File: config.mk
export PLATFORM = sky130hd
export DESIGN_NAME = iq_fir_scheduler
export DESIGN_NICKNAME = d
export VERILOG_FILES = /design/src/rtl/iq_fir_scheduler.sv
export SDC_FILE = /design/constraint.sdc
export NUM_CORES = 1
export LEC_CHECK = 0
export CAP_MARGIN = 5
export CORE_AREA = 10 10 47 49
export DETAILED_ROUTE_END_ITERATION = 16
export DIE_AREA = 0 0 57 59
export GPL_TIMING_DRIVEN = 0
export PLACE_DENSITY = 0.59
export SLEW_MARGIN = 20
export SYNTH_ARGS = -nofsm -noshare
export SYNTH_HDL_FRONTEND = slang
export SYNTH_SLANG_ARGS = --single-unit
File: constraint.sdc
create_clock -name clk -period 3 [get_ports clk]
set_input_delay 0.45 -clock clk [delete_from_list [all_inputs] [get_ports clk]]
set_output_delay 0.45 -clock clk [all_outputs]
set_load 0.01 [all_outputs]
File: src/rtl/iq_fir_scheduler.sv
// iq_fir_scheduler: round-robin I/Q arbiter and sweep controller
// for one shared symmetric-FIR multiply-accumulate datapath.
module iq_fir_scheduler #(
    parameter int NTAP_PAIRS = 4,
    localparam int TAP_W = (NTAP_PAIRS > 1) ? $clog2(NTAP_PAIRS) : 1
) (
    input  logic             clk,
    input  logic             resetn,
    input  logic             i_valid,
    output logic             i_ready,
    input  logic             q_valid,
    output logic             q_ready,
    output logic             shift_en_i,
    output logic             shift_en_q,
    output logic             chan_sel,
    output logic [TAP_W-1:0] tap_sel,
    output logic             acc_clr,
    output logic             acc_en,
    output logic             out_valid,
    output logic             out_chan,
    input  logic             out_ready,
    output logic             busy
);

    typedef enum logic [1:0] {
        IDLE,
        MAC,
        DONE
    } state_t;

    localparam logic [TAP_W-1:0] TAP_LAST = TAP_W'(NTAP_PAIRS - 1);

    state_t           state;
    state_t           state_nxt;
    logic [TAP_W-1:0] tap;
    logic [TAP_W-1:0] tap_nxt;
    logic             chan;
    logic             chan_nxt;
    logic             last_chan;
    logic             last_chan_nxt;
    logic             grant_q;
    logic             fire_i;
    logic             fire_q;
    logic             idle;

    // Q wins when it is alone, or on a tie (both or none) when I went last
    assign grant_q = (q_valid & ~i_valid)
                   | (~(i_valid ^ q_valid) & ~last_chan);

    assign idle    = (state == IDLE);
    assign i_ready = resetn & idle & ~grant_q;
    assign q_ready = resetn & idle & grant_q;
    assign fire_i  = i_ready & i_valid;
    assign fire_q  = q_ready & q_valid;
    assign busy    = ~idle;

    // State, tap counter and channel bookkeeping registers
    always_ff @(posedge clk or negedge resetn) begin
        if (!resetn) begin
            state     <= IDLE;
            tap       <= '0;
            chan      <= 1'b0;
            last_chan <= 1'b1;
        end else begin
            state     <= state_nxt;
            tap       <= tap_nxt;
            chan      <= chan_nxt;
            last_chan <= last_chan_nxt;
        end
    end

    // Next-state logic and datapath control decode
    always_comb begin
        state_nxt     = state;
        tap_nxt       = tap;
        chan_nxt      = chan;
        last_chan_nxt = last_chan;
        shift_en_i    = 1'b0;
        shift_en_q    = 1'b0;
        acc_clr       = 1'b0;
        acc_en        = 1'b0;
        out_valid     = 1'b0;
        out_chan      = 1'b0;
        chan_sel      = chan;
        tap_sel       = '0;
        unique case (state)
            IDLE: begin
                if (fire_i | fire_q) begin
                    shift_en_i = fire_i;
                    shift_en_q = fire_q;
                    acc_clr    = 1'b1;
                    chan_sel   = fire_q;
                    chan_nxt   = fire_q;
                    tap_nxt    = '0;
                    state_nxt  = MAC;
                end
            end
            MAC: begin
                acc_en  = 1'b1;
                tap_sel = tap;
                if (tap == TAP_LAST) begin
                    tap_nxt   = '0;
                    state_nxt = DONE;
                end else begin
                    tap_nxt = tap + 1'b1;
                end
            end
            DONE: begin
                out_valid = 1'b1;
                out_chan  = chan;
                if (out_ready) begin
                    last_chan_nxt = chan;
                    state_nxt     = IDLE;
                end
            end
            default: begin
                state_nxt = IDLE;
            end
        endcase
    end

endmodule

# ---- Yosys cells after proc, flatten, opt, wreduce, memory -nomap -nowiden
# Cells that the tools add are included.
dict set report word_totals {
  regBits 6
  input_bits 5
  out_inout_bits 12
  elab_cells 50
}
dict set report op_classes {
  addsub 1
  n_eq_ne 6
  mux 19
  n_bitwise 15
  reduce_logical 5
}
# cell n
set ops {}
lappend ops {{2-bit two-way mux} 6}
lappend ops {{1-bit two-way mux} 11}
lappend ops {{1-bit bitwise AND} 7}
lappend ops {{2-bit one-hot mux with 3 select lines} 1}
lappend ops {{1-bit inverter} 5}
lappend ops {{2-bit equality test, second input constant} 2}
lappend ops {{2-bit inequality test, second input constant} 2}
lappend ops {{2-bit one-hot mux with 2 select lines} 1}
lappend ops {{2-bit AND reduction} 2}
lappend ops {{3-bit AND reduction} 1}
lappend ops {{2-bit by 1-bit adder with 2-bit output, second input constant} 1}
lappend ops {{2-bit by 1-bit equality test with 1-bit output, second input constant} 1}
lappend ops {{2-bit zero test} 1}
lappend ops {{2-bit by 1-bit inequality test with 1-bit output, second input constant} 1}
lappend ops {{1-bit bitwise OR} 2}
lappend ops {{2-bit nonzero test} 1}
lappend ops {{1-bit bitwise XOR} 1}

# ---- Longest topological paths before layout
dict set report depth {
  word_depth 10
  mapped_depth 6
  mapped_depth_nobuf 6
}

# ---- Worst setup path after synthesis
# Ideal clock, no wire load.
dict set report synth_path {
  path_kind {input to output}
  start {input port i_valid}
  end {output port chan_sel}
  arrival_time_ns 1.620
  t_required_ns 2.550
  setup_slack_ns 0.930
  cell_stages 6
  path_buffers 0
  path_cell_list {inv_1 ha_1 nor2b_1 or4_4 inv_1 o21ai_0}
}
dict set report synth_between {
  elab_chain_cells 10
  elab_cells_between_ends 14
  cone_classes {mux (2); bitwise (12)}
}
# item line_no
set synth_lines {}
lappend synth_lines {{start, declared} 9} ;# input logic i_valid,
lappend synth_lines {{1-bit bitwise XOR} 48} ;# | (~(i_valid ^ q_valid) & ~last_chan);
lappend synth_lines {{1-bit inverter} 48}
lappend synth_lines {{1-bit bitwise AND} 48}
lappend synth_lines {{1-bit bitwise OR} 48}
lappend synth_lines {{1-bit inverter} 51} ;# assign i_ready = resetn & idle & ~grant_q;
lappend synth_lines {{1-bit bitwise AND} 51}
lappend synth_lines {{1-bit bitwise AND} 53} ;# assign fire_i = i_ready & i_valid;
lappend synth_lines {{1-bit bitwise OR} 88} ;# if (fire_i | fire_q) begin
lappend synth_lines {{1-bit two-way mux (*)} 88}
lappend synth_lines {{1-bit two-way mux (*)} -}
lappend synth_lines {{end, declared} 15} ;# output logic chan_sel,
# Mark *: on every way between the ends. The rest lies on a longest branch, timed or not.

# ---- Final worst setup path
# Same ends and word-level chain as after synthesis.

==> qor.txt <==
Outcome - finished clean
Diode count - 0
I/O pin count - 17
HPWL after detailed placement - 718 um
Crit-path leading delay family - buffers and inverters
Initial antenna violation count - 0
Slowest CP cell - or4_4
Final wirelength - 930 um
Seq/Total Area, Yosys - 42.5%
Final slew viol count - 0
Final Total Pwr - 526 uW
Max Cap Violations - 0
Setup Buffers After CTS - 0
Die height - 59 um
Worst-skew pair later-pin latency - 0.25 ns
Synth top area share - 35.1%
Pwr/cell area - 920 nW/um^2
Count of input and output buffers - 16
Synth top area cells - dfrtp_1, dfstp_2, inv_1
GR Overflow Total - 0
Peak supply drop - 0.385 mV
# rows - 14
Root buffer cell - clkbuf_4
Synth Instances - 39
Ys async rst share - 100%
Post-synthesis cell type count - 17
Number of global-route vias before repair - 363
Clock skew - 0.00634 ns
Via count - 342
Remaining DRCs - 0
First-pass iteration count of the detailed router - 4
Fin. Hold Viols - 0
YS warnings - 0
Post-Synth XOR/XNOR Area - 0%
Crit-path cells - clkdlybuf4s50_1, inv_1, ha_1, nor2b_1, or4_4, inv_1, o21ai_0, dlygate4sd2_1
Seq cells post-synth - 6
First-pass GRT wire length - 1570 um
Overall routing resource usage - 5.90%
ANT nets after route - 0
Synth top cells by count - inv_1, dfrtp_1, nor2_1, and2_1, nand2_1
Final RePlAce weighted congestion - 0.709
CTS tree - yes
Unrepaired setup endpoints after global routing - no
Pleak - 0.310 nW
Slew @ Worst Pin - 0.339 ns
Num CTS Buffers - 3
WS Path Type - in -> out
CP Data Arrival Time - 2.37 ns
Clock Path Buffers - 2
Worst path bufs/invs - 4
Crit path required time - 2.55 ns
Area Growth Syn to Fin - 60.4%
Wire per inst - 12.4 um
PnR worst setup slack - 0.176 ns
Die area - 3360 um^2
Worst Hold Class - in -> async
Vias per cell - 4.56
Avg Cell Area, Syn - 9.14 um^2
Mapped Nets - 46
Crit Path Max Fanout - 5
Clock sink count - 6
Main synth FF type - dfrtp_1
Crit end category - primary output
Slew margin rel. - 77.4%
Max stage delay on crit path - 0.47 ns
Largest net degree at the start of global routing - 9
Layout cells sized above 1 - 13.6%
Crit share post-route - 94.1%
Mux contribution to synthesized area - 3.16%
Post-layout minimum cycle time - 2.82 ns
CP Launch Type - primary input
Reg clk slew, reported paths - 0.05 ns
Starting density of the core - 25.4%
Core Region - 1400 um^2
Top-count cell post-synth - inv_1
EDFF count, synth - 0
Synth Cell Area - 357 um^2
Main combinational cell family by area after synthesis - simple AND/OR/NAND/NOR gates
Nets - 67
Htree depth - 1
Synth Area in Adders - 7.02%
Maximum clock rate - 354 MHz
Initial drt markers - 8
Die outline width - 57 um
Compound-gate portion of the synthesized area - 13.0%
Finish-stage setup viols - 0
Worst slack, placed - -0.279 ns
Simple-Gate Fraction of Synth Area - 27.0%
Synth area leader - dfrtp_1
Most used cell, CP - inv_1
cells by family (layout without fill, tap and decap cells):
| logic type | count (synthesis) | after routing |
|---|---|---|
| AO/OA/AOI/OAI | 6 | 6 |
| buffers and inverters | 7 | 27 |
| multiplexers | 1 | 1 |
| flip-flops | 6 | 6 |
| adder cells (fa/ha/maj) | 2 | 2 |
| AND/OR/NAND/NOR | 17 | 17 |
placed cells by master (no fill, tap or decap), drive strengths merged:
cell type	n
a41o	2
and2	3
clkbuf	4
clkdlybuf4s50	12
dfrtp	5
dfstp	1
dlygate4sd2	2
dlymetal6s2s	2
ha	2
inv	7
mux2	1
nand2	3
nand2b	1
nor2	4
nor2b	2
nor3	2
o2111ai	1
o211ai	1
o21ai	2
or3b	1
or4	1
where the power goes:
part | switching, mW | internal, mW | total (mW)
Clock | 0.0322 | 0.0506 | 0.0828
Combinational | 0.135 | 0.157 | 0.292
Sequential | 0.0266 | 0.124 | 0.151
sequential cells by signal, indices dropped and copies added (netlist names):
name	cells
tap	2
state	2
chan	1
last_chan	1
worst paths after layout:
| kind | endpoint | startpoint | slack, ns | cells after the start |
|---|---|---|---|---|
| max | chan_sel | i_valid | 0.18 | 8 |
| min | tap[1] | resetn | 0.20 | 1 |
| max reg2reg | tap[0] | state[1] | 1.28 | 3 |
| min reg2reg | last_chan | chan | 0.51 | 1 |
| max in group asynchronous | last_chan | resetn | 2.50 | 1 |
| min in group clk | last_chan | chan | 0.51 | 1 |
routing by layer:
| layer | up-vias | wire length [um] | global-route usage (%) |
|---|---|---|---|
| li1 | 170 | - | - |
| met1 | 156 | 387 | 5.76 |
| met2 | 14 | 412 | 8.68 |
| met3 | 2 | 120 | 4.94 |
| met4 | 0 | 10 | 3.02 |
| met5 | - | 0 | 0 |
metrics by stage:
step	instance area, um^2	TNS [ns]	utilization [%]	hold WS, ns	cells
after floorplan	357	0	-	0.154	39
after global placement	537	-0.686	38.3	0.491	71
after detailed placement	537	-0.658	38.3	0.501	71
after CTS	567	0	40.4	0.213	75
after global routing	572	0	40.8	0.215	75
final	572	0	40.8	0.202	75
layout make-up:
class	count	area, um^2
clock buffer	4	26.3
fill	165	830
inverter	7	26.3
multi-input combinational	26	185
sequential	6	151
tap	16	20.0
timing repair buffer	16	163
repair_timing:
action	CTS	global route
gates resized for setup	3	2
endpoints found under the setup margin	3	2
hold buffers	0	0
(Power assumes the default switching activity.)
